## src/rtl/program_sequencer_pkg.sv

```systemverilog
// program_sequencer_pkg: ISA opcodes, instruction field positions and sequencer states
package program_sequencer_pkg;
    localparam logic [3:0] OP_NOP  = 4'h0;
    localparam logic [3:0] OP_ADDI = 4'h1;
    localparam logic [3:0] OP_OUT  = 4'hF;
    localparam int OP_MSB  = 15;
    localparam int OP_LSB  = 12;
    localparam int REG_MSB = 11;
    localparam int REG_LSB = 9;
    localparam int IMM_MSB = 7;
    localparam int IMM_LSB = 0;
    typedef enum logic [2:0] {S_IDLE, S_FETCH, S_DECODE, S_EXEC, S_OUTW, S_HALT} state_e;
endpackage

```

## src/rtl/program_sequencer_seq_decode.sv

```systemverilog
// seq_decode: combinational split of an instruction word into class flags and fields
module seq_decode
    import program_sequencer_pkg::*;
(
    input  logic [15:0] ir,
    output logic        is_nop,
    output logic        is_addi,
    output logic        is_out,
    output logic        is_illegal,
    output logic [2:0]  reg_idx,
    output logic [7:0]  imm
);
    logic [3:0] op;
    logic       unused_bit;
    assign unused_bit = ir[8];
    always_comb begin
        op         = ir[OP_MSB:OP_LSB];
        is_nop     = op == OP_NOP;
        is_addi    = op == OP_ADDI;
        is_out     = op == OP_OUT;
        is_illegal = !(is_nop || is_addi || is_out);
        reg_idx    = ir[REG_MSB:REG_LSB];
        imm        = ir[IMM_MSB:IMM_LSB];
    end
endmodule

```

## src/rtl/program_sequencer.sv

```systemverilog
// program_sequencer: multi-cycle fetch/decode/execute sequencer over an 8-entry ROM
module program_sequencer
    import program_sequencer_pkg::*;
#(
    parameter logic WRAP_EN = 1'b1
) (
    input  logic        clk,
    input  logic        rst_n,
    input  logic        run,
    input  logic        step,
    output logic [2:0]  rom_addr,
    input  logic [15:0] rom_data,
    output logic [2:0]  rf_raddr,
    input  logic [7:0]  rf_rdata,
    output logic        rf_we,
    output logic [2:0]  rf_waddr,
    output logic [7:0]  rf_wdata,
    output logic        out_valid,
    output logic [7:0]  out_data,
    input  logic        out_ready,
    output logic [2:0]  pc,
    output logic        busy,
    output logic        halted,
    output logic        illegal
);
    state_e      state_q, state_d;
    logic [2:0]  pc_q, pc_d, raddr_q, raddr_d;
    logic [15:0] ir_q, ir_d;
    logic        out_valid_q, out_valid_d, illegal_q, illegal_d;
    logic [7:0]  out_data_q, out_data_d;
    logic        is_addi, is_out, is_illegal, unused_nop, advance;
    logic [2:0]  reg_idx;
    logic [7:0]  imm;

    seq_decode u_dec (
        .ir         (ir_q),
        .is_nop     (unused_nop),
        .is_addi    (is_addi),
        .is_out     (is_out),
        .is_illegal (is_illegal),
        .reg_idx    (reg_idx),
        .imm        (imm)
    );

    always_comb begin
        state_d     = state_q;
        pc_d        = pc_q;
        ir_d        = ir_q;
        raddr_d     = raddr_q;
        out_valid_d = out_valid_q;
        out_data_d  = out_data_q;
        illegal_d   = illegal_q;
        advance     = 1'b0;
        rf_we       = 1'b0;
        rf_waddr    = 3'd0;
        rf_wdata    = 8'd0;
        case (state_q)
            S_IDLE:   state_d = (run || step) ? S_FETCH : S_IDLE;
            S_FETCH: begin
                ir_d    = rom_data;
                state_d = S_DECODE;
            end
            S_DECODE: begin
                raddr_d = reg_idx;
                state_d = S_EXEC;
            end
            S_EXEC: begin
                rf_we     = is_addi;
                rf_waddr  = is_addi ? reg_idx : 3'd0;
                rf_wdata  = is_addi ? rf_rdata + imm : 8'd0;
                illegal_d = illegal_q | is_illegal;
                if (is_out) begin
                    out_valid_d = 1'b1;
                    out_data_d  = rf_rdata;
                    state_d     = S_OUTW;
                end else begin
                    advance = 1'b1;
                end
            end
            S_OUTW: begin
                out_valid_d = out_ready ? 1'b0 : out_valid_q;
                advance     = out_ready;
            end
            default: state_d = state_q;
        endcase
        // run is resampled only once the instruction retires
        if (advance) begin
            if (!WRAP_EN && pc_q == 3'd7) begin
                state_d = S_HALT;
            end else begin
                pc_d    = pc_q + 3'd1;
                state_d = run ? S_FETCH : S_IDLE;
            end
        end
    end

    always_ff @(posedge clk) begin
        if (!rst_n) begin
            state_q     <= S_IDLE;
            pc_q        <= 3'd0;
            ir_q        <= 16'd0;
            raddr_q     <= 3'd0;
            out_valid_q <= 1'b0;
            out_data_q  <= 8'd0;
            illegal_q   <= 1'b0;
        end else begin
            state_q     <= state_d;
            pc_q        <= pc_d;
            ir_q        <= ir_d;
            raddr_q     <= raddr_d;
            out_valid_q <= out_valid_d;
            out_data_q  <= out_data_d;
            illegal_q   <= illegal_d;
        end
    end

    assign rom_addr  = pc_q;
    assign pc        = pc_q;
    assign rf_raddr  = raddr_q;
    assign out_valid = out_valid_q;
    assign out_data  = out_data_q;
    assign illegal   = illegal_q;
    assign busy      = state_q != S_IDLE && state_q != S_HALT;
    assign halted    = state_q == S_HALT;
endmodule

```

## config.mk

```make
export PLATFORM = sky130hd
export DESIGN_NAME = program_sequencer
export DESIGN_NICKNAME = d
export VERILOG_FILES = /design/src/rtl/program_sequencer_pkg.sv /design/src/rtl/program_sequencer_seq_decode.sv /design/src/rtl/program_sequencer.sv
export SDC_FILE = /design/constraint.sdc
export NUM_CORES = 1
export LEC_CHECK = 0
export CAP_MARGIN = 20
export CORE_MARGIN = 2
export CORE_UTILIZATION = 42
export CTS_BUF_LIST = sky130_fd_sc_hd__clkbuf_16
export CTS_CLUSTER_SIZE = 40
export DETAILED_ROUTE_END_ITERATION = 12
export PLACE_DENSITY = 0.76
export SETUP_SLACK_MARGIN = 0.4
export SYNTH_ARGS = -nofsm -noshare
export SYNTH_HDL_FRONTEND = slang
export SYNTH_HIERARCHICAL = 1
export SYNTH_SLANG_ARGS = --single-unit
```

## constraint.sdc

```tcl
create_clock -name clk -period 2.02 [get_ports clk]
set_clock_uncertainty 0.05 [all_clocks]
set_input_delay 0.404 -clock clk [delete_from_list [all_inputs] [get_ports clk]]
set_output_delay 0.404 -clock clk [all_outputs]
set_load 0.005 [all_outputs]
```

==> results of run 1 <==
worst min path at each step:
| stage | to | slack (ps) | depth (start not counted) |
|---|---|---|---|
| after floorplan | ir_q[10] | 390 | 2 |
| after global placement | out_data[1] | 400 | 2 |
| after CTS | out_data[4] | 410 | 2 |
| after global routing | out_data[2] | 400 | 3 |
| after detailed placement | out_data[4] | 400 | 2 |
| final | out_data[2] | 360 | 3 |
cells in the final DEF (no fill, tap or decap), drive strengths merged, types with 3 or more instances in the layout:
cell type and n:
nor2 10, a21o 3, nor3 3, nor3b 4
o21bai 3, nor2b 4, and2 7, dfxtp 34
o21ai 11, ha 8, nand2b 4, clkdlybuf4s50 37
or2 4, a211oi 4, buf 72, mux2i 3
nand2 59, a21boi 27, clkbuf 8, dlygate4sd2 3
stage by stage:
step | setup slack [ps] | hold slack [ps] | instance area (um2) | std cells
3_3_place_gp | -942 | 401 | 2780 | 357
2_1_floorplan | 103 | 385 | 2010 | 233
3_5_place_dp | -949 | 403 | 2780 | 357
6_report | -292 | 360 | 3210 | 387
4_1_cts | -392 | 410 | 3080 | 379
5_1_grt | -400 | 401 | 3210 | 387
worst max-delay path, cell delays in order, from the launching register on:
cell and delay [ps]:
dfxtp_4 350, ha_4 170, a211oi_2 240, o21bai_1 130, buf_4 150, o41ai_4 210
mux2i_1 210, buf_2 130
power breakdown:
part / switching [mW] / internal, mW
logic: 0.166 / 0.218
registers: 0.0201 / 0.698
clock network: 0.271 / 0.449
total: 0.457 / 1.36
registers in the layout (all words and copies together), names as in the netlist:
| signal | cells |
|---|---|
| rf_raddr | 3 |
| out_data | 8 |
| ir_q | 15 |
| state_q | 3 |
| illegal | 1 |
| out_valid | 1 |
| pc | 3 |
metal layers:
layer  vias to the layer above  share of wire, %  GRT usage (%)  wire length (um)
met5                         -                 0              0                 0
met4                         0               1.9           6.92                99
met3                        10               5.5           5.20               280
met2                        54                50           35.8              2530
met1                       869                43           23.2              2170
li1                        978                 -              -                 -
timing repair:
| item | CTS | global route |
|---|---|---|
| setup endpoints to repair | 17 | 43 |
| gates resized for setup | 101 | 24 |
| hold endpoints to repair | 0 | 0 |
| setup buffers | 14 | 8 |
| pin swaps | 19 | 12 |
cell type report:
| type | count | area share, % |
|---|---|---|
| clock buffers | 5 | 3.90 |
| clock inverters | 3 | 0.507 |
| inverters | 2 | 0.234 |
| multi-input cells | 173 | 38.8 |
| flip-flops and latches | 34 | 21.7 |
| well taps | 52 | 2.03 |
| repair buffers | 118 | 32.7 |
==> run_results.csv, run 1 <==
group,metric,value,unit
worst_setup_path,rr_worst_depth,7,
clock_tree,cts_made_buffers,5,
routing,wl_per_cell,13.1,um
flow_run,drv_cap,0,
status,violations,"setup timing",
yosys,yosysWarningCount,6,
routing,ant_nets,0,
routing,drt-pass1-iter-count,4,
clock_tree,hold_buffers,0,
worst_setup_path,setup.worst_path.end_class,"primary output",
global_route,grt_pass1_wl,8.15,mm
pwr,p_leak,1.39,nW
worst_setup_path,arrival,1860,ps
final_layout,diodes,0,
global_route,antenna_found_initial,0,
global_route,grtUsageTotal,20.1,%
timing,slew_headroom,73.1,%
status,status,"finished with violations",
worst_setup_path,reg2reg_from,"ir_q[15]",
timing,postLayoutSetupSlackWorst,-292,ps
worst_setup_path,cp_max_fo,3,
routing,route.detailed.drc,0,
timing,tns,-2750,ps
worst_setup_path,reg2reg_setup_slack,380,ps
routing,wl,5.08,mm
die,initial_core_util,43.8,%
timing,hold_viol,0,
clock_tree,clock_latency,280,ps
timing,fin_crit_sh,114,%
timing,rsz0062_at_grt,"true",
clock_tree,root_buffer,"clkbuf_16",
timing,tightestPinTransition,403,ps
global_route,grt-ovfl-total,0,
worst_setup_path,crit_path_start,"ir_q[0]",
timing,slew_viol_final,0,
timing,setup_viol,12,
clock_tree,clock-sinks,34,
worst_setup_path,critical_path_class,"register to primary output",
die,core.rowCount,24,
pwr,pwr_density_cell,568,nW/um2
routing,drt_iter0_markers,41,
die,fp.dieH,71.6,um
yosys,synth.avg_cell_area,8.25,um2
hold_path,hp-class,"input port to register",
final_layout,nets,372,
clock_tree,cts.path.max_buffers,2,
timing,fmax,433,MHz
final_layout,utilization,73.1,%
die,ioPinCount,62,
clock_tree,clkSlewWorstSetupHoldPaths,50,ps
die,die_w,71.6,um
yosys,synth_fp_nets,271,
routing,viasPerCell,4.94,
worst_setup_path,crit_required,1570,ps
yosys,synthesis.instances,233,
hold_path,min_from,"rf_rdata[2]",
worst_setup_path,reg2reg_to,"pc[1]",
final_layout,multi_input_area,1240,um2
pwr,power.total,1.82,mW
worst_setup_path,crit_end,"rf_wdata[7]",
place,io_buffers,60,
global_route,grt_max_degree,17,
die,dieArea,5130,um2
clock_tree,cts_tree,"built",
worst_setup_path,cp-start-kind,"register",
clock_tree,cts_max_level,2,
final_layout,areaGrowthSynthToFinish,66.8,%
die,core-area,4380,um2
routing,vias,1911,
final_layout,drive_above_1_share,37.3,%
pwr,ir_drop,0.000501,V
global_route,grt_pass1_vias,1892,
place,dpl.hpwl,3.48,mm
place,finalWeightedCongestion,0.762,
timing,min_period,2310,ps
yosys,syn-cell-area,1920,um2
final_layout,seq_area,697,um2
final_layout,fill_cells,321,
(Power assumes the default switching activity.)
==> inputs of run 2 (changes only) <==
SETUP_SLACK_MARGIN = default   (was 0.4)
==> run_results.csv, run 2 (synthesis results as in run 1) <==
group,metric,value,unit
flow_run,drv_cap,0,
final_layout,final_common_cell,"nand2_1",
final_layout,nets,358,
global_route,grt_pass1_wl,8.25,mm
final_layout,fill_cells,345,
final_layout,multi_input_area,1220,um2
clock_tree,cts.path.max_buffers,2,
place,placed_cells,353,
status,violations,"setup timing",
die,fp.dieH,71.6,um
global_route,grtUsageTotal,20.8,%
timing,slew_viol_final,0,
timing,rsz0062_at_grt,"true",
timing,tns,-1960,ps
timing,fmax,427,MHz
timing,postLayoutSetupSlackWorst,-320,ps
worst_setup_path,crit_required,1570,ps
final_layout,drive_above_1_share,32.1,%
timing,fin_crit_sh,116,%
clock_tree,cts_made_buffers,5,
final_layout,diodes,0,
clock_tree,clkSlewWorstSetupHoldPaths,50,ps
final_layout,areaGrowthSynthToFinish,61.3,%
worst_setup_path,reg2reg_from,"ir_q[13]",
pwr,pwr_density_cell,630,nW/um2
worst_setup_path,cp_max_fo,2,
worst_setup_path,cpMaxStageDelayCell,"fa_2",
hold_path,min_from,"out_data[3]",
pwr,ir_drop,0.000582,V
final_layout,most-common-layout-cells,"nand2_1, clkdlybuf4s50_1, buf_4, dfxtp_1",
worst_setup_path,critical_path_class,"input port to primary output",
die,core-area,4380,um2
final_layout,final_cell_count_no_fill,373,
hold_path,hold_depth,2,
status,status,"finished with violations",
pwr,p_leak,1.27,nW
place,dp_slack,-1040,ps
routing,vias,1877,
worst_setup_path,reg2reg_setup_slack,340,ps
timing,min_period,2340,ps
timing,hold_viol,0,
place,io_buffers,60,
final_layout,postLayoutCellArea,3100,um2
worst_setup_path,worst_path_dominant_cell_family,"buffers and inverters",
timing,tightestPinTransition,553,ps
global_route,antenna_found_initial,0,
die,core.rowCount,24,
worst_setup_path,reg2reg_to,"pc[1]",
place,place_area,2690,um2
worst_setup_path,crit_buf_inv,4,
clock_tree,clock_latency,280,ps
final_layout,largest_reg_flops,15,
die,die_w,71.6,um
worst_setup_path,crit_path_start,"rf_rdata[1]",
worst_setup_path,cp-start-kind,"input port",
clock_tree,cts_tree,"built",
routing,drt-pass1-iter-count,5,
global_route,grt_max_degree,36,
routing,wl,5.09,mm
die,initial_core_util,43.8,%
place,dpl.hpwl,3.37,mm
global_route,grt-ovfl-total,0,
worst_setup_path,rr_worst_depth,7,
hold_path,hp-class,"register to register",
clock_tree,cts_max_level,2,
routing,viasPerCell,5.03,
clock_tree,clock-sinks,34,
routing,route.detailed.drc,0,
worst_setup_path,slowest_delay,400,ps
hold_path,whs_endpoint,"out_data[3]",
routing,drt_iter0_markers,41,
worst_setup_path,crit_chain,"clkdlybuf4s15_2, buf_6, fa_2, buf_6, a21o_1, a211oi_2, nor2_1, clkbuf_2",
routing,ant_nets,0,
global_route,grt_pass1_vias,1800,
worst_setup_path,setup.worst_path.end_class,"primary output",
final_layout,seq_area,686,um2
die,ioPinCount,62,
worst_setup_path,crit_top_cell,"buf_6",
final_layout,top_register,"ir_q",
die,dieArea,5130,um2
worst_setup_path,arrival,1890,ps
timing,slew_headroom,63.1,%
place,finalWeightedCongestion,0.808,
timing,setup_viol,12,
routing,wl_per_cell,13.6,um
clock_tree,root_buffer,"clkbuf_16",
final_layout,utilization,70.7,%
-- run 2: stage by stage --
step / power, mW / hold WS [ps]
2_1_floorplan: 0.903 / 385
3_3_place_gp: 1.03 / 398
3_5_place_dp: 1.04 / 406
4_1_cts: 1.93 / 414
5_1_grt: 2.04 / 432
6_report: 1.95 / 408
-- run 2: repair_timing --
item	CTS	global route
endpoints found under the setup margin	13	13
pin swaps	21	11
resized for setup	91	19
setup buffers	10	3
hold buffers	0	0
-- run 2: cell type report --
class | count | area share, %
multi-input combinational | 173 | 39.3
timing repair buffer | 104 | 30.9
sequential | 34 | 22.1
clock buffer | 5 | 4.04
tap | 52 | 2.10
clock inverter | 3 | 1.29
inverter | 2 | 0.242
-- run 2: routing by layer --
metal / track usage, % / vias to the layer above / wire (um)
met5: 0 / - / 0
met4: 9.85 / 0 / 116
met3: 6.33 / 14 / 276
met2: 35.1 / 53 / 2510
met1: 24.0 / 862 / 2190
li1: - / 948 / -
-- run 2: worst reg2reg max path: cells and delay by family (launching register included) --
kind | cells | cell delay [ps]
buf+inv | 2 | 210
compound gates | 1 | 220
simple gates | 3 | 540
mux | 1 | 210
flops | 1 | 350
-- run 2: report_power, final --
group / internal, mW / switching, mW / total, mW
Clock: 0.577 / 0.281 / 0.857
Combinational: 0.215 / 0.162 / 0.376
Sequential: 0.698 / 0.0211 / 0.719
-- run 2: worst max path at each step --
stage,endpoint,slack (ps),cells after the start
after floorplan,rf_wdata[6],-20,5
after global placement,rf_wdata[7],-1030,7
after detailed placement,rf_wdata[7],-1040,7
after CTS,rf_wdata[4],-350,7
after global routing,rf_wdata[4],-400,7
final,rf_wdata[4],-320,8
==> inputs of run 3 (changes only) <==
CORE_MARGIN = 4   (was 2)
==> run_results.csv, run 3 (synthesis results as in run 1) <==
group,metric,value,unit
timing,slew_headroom,64.6,%
worst_setup_path,cpMaxStageDelayCell,"fa_2",
clock_tree,clock-sinks,34,
clock_tree,clkSlewWorstSetupHoldPaths,60,ps
clock_tree,cts_max_level,2,
worst_setup_path,slowest_delay,390,ps
place,io_buffers,60,
worst_setup_path,crit_chain,"ha_4, fa_2, a211oi_2, o21bai_1, nand4b_1, o211ai_1, buf_2",
worst_setup_path,crit_required,1570,ps
routing,drt-pass1-iter-count,4,
place,finalWeightedCongestion,0.820,
die,die_w,75.6,um
worst_setup_path,cp_max_fo,2,
flow_run,drv_cap,0,
routing,drt_iter0_markers,72,
timing,min_period,2320,ps
clock_tree,root_buffer,"clkbuf_16",
global_route,grt_max_degree,36,
global_route,antenna_found_initial,0,
routing,wl_met2,2.75,mm
final_layout,most-common-layout-cells,"nand2_1, clkdlybuf4s50_1, buf_4, dfxtp_1, a21boi_0",
routing,vias,1906,
timing,setup_viol,11,
routing,wl_met3,316,um
global_route,grtUsageTotal,19.8,%
routing,wl_per_cell,14.1,um
die,core.rowCount,24,
pwr,pwr_density_cell,666,nW/um2
global_route,grt_pass1_wl,8.60,mm
global_route,grt_pass1_vias,1966,
die,dieArea,5720,um2
die,core-area,4380,um2
die,ioPinCount,62,
worst_setup_path,arrival,1870,ps
status,violations,"setup timing",
die,fp.dieH,75.6,um
clock_tree,cts_tree,"built",
clock_tree,hold_buffers,0,
clock_tree,cts_made_buffers,5,
routing,ant_nets,0,
worst_setup_path,cp-start-kind,"register",
final_layout,areaGrowthSynthToFinish,62.8,%
status,status,"finished with violations",
clock_tree,cts.path.max_buffers,2,
final_layout,drive_above_1_share,31.1,%
pwr,ir_drop,0.000558,V
final_layout,fill_cells,348,
final_layout,diodes,0,
timing,hold_viol,0,
global_route,grt-ovfl-total,0,
routing,viasPerCell,5.10,
hold_path,hp-class,"register to register",
timing,postLayoutSetupSlackWorst,-305,ps
final_layout,top_register,"ir_q",
timing,rsz0062_at_grt,"true",
pwr,p_leak,1.28,nW
final_layout,largest_reg_flops,15,
final_layout,final_common_cell,"nand2_1",
timing,fin_crit_sh,115,%
final_layout,utilization,71.3,%
final_layout,nets,359,
die,initial_core_util,43.8,%
routing,highest_layer,"met4",
timing,hold-worst-slack,408,ps
routing,route.detailed.drc,0,
place,dpl.hpwl,3.62,mm
routing,wl,5.28,mm
worst_setup_path,setup.worst_path.end_class,"primary output",
clock_tree,clock_latency,280,ps
timing,tightestPinTransition,532,ps
timing,slew_viol_final,0,
timing,fmax,430,MHz
worst_setup_path,critical_path_class,"register to primary output",
routing,met1Wirelength,2.08,mm
-- run 3: cell types whose count changed in the layout (fill, tap and decap cells not counted), moves of 2 or more --
cell / change
dlygate4sd2_1: +2
buf_4: +2
buf_6: -2
clkinv_2: -2
-- run 3: layout make-up --
type / count / area [um2] / share of cell area (%)
Multi-Input combinational cell: 173 / 1210 / 38.6
Timing Repair Buffer: 105 / 967 / 30.9
Sequential cell: 34 / 686 / 21.9
Clock buffer: 5 / 125 / 4.00
Clock inverter: 3 / 68.8 / 2.20
Tap cell: 52 / 65.1 / 2.08
Inverter: 2 / 7.51 / 0.240
-- run 3: final timing paths --
kind                     from     endpoint  slack (ps)  depth (start not counted)
setup reg to reg     ir_q[15]        pc[1]         390                          6
hold / removal    out_data[3]  out_data[3]         410                          2
hold reg to reg   out_data[3]  out_data[3]         410                          2
setup / recovery      ir_q[0]  rf_wdata[6]        -300                          7
-- run 3: power breakdown --
group	total, mW	internal, mW	switching [mW]
sequential	0.719	0.698	0.0210
combinational	0.376	0.213	0.163
clock	0.989	0.708	0.281
-- run 3: worst max-delay path: cells and delay by family (launching register included) --
family	cells	cell delay, ps
buffers and inverters	1	130
and+or+nand+nor	1	100
DFF	1	350
AOI/OAI and AO/OA	3	450
adders and majority gates	2	570
-- run 3: routing by layer --
| layer | vias to the layer above | GRT usage, % |
|---|---|---|
| met4 | 0 | 9.71 |
| met2 | 56 | 36.0 |
| met3 | 16 | 3.43 |
| met1 | 882 | 22.1 |
| met5 | - | 0 |
| li1 | 952 | - |
-- run 3: timing repair --
item	4_1_cts	5_1_grt
endpoints found under the setup margin	13	13
pin swaps	22	7
resized for setup	92	10
buffers inserted	12	2
-- run 3: per-stage QoR --
stage	instance area [um2]	worst slack, ps	instances	power (mW)	setup TNS [ps]
after floorplan	1930	-21.6	233	0.903	-21.6
after global placement	2700	-1010	354	1.03	-6850
after detailed placement	2700	-1040	354	1.04	-7170
after CTS	3070	-347	373	2.09	-1900
after global routing	3130	-408	374	2.16	-2620
final	3130	-305	374	2.08	-1800
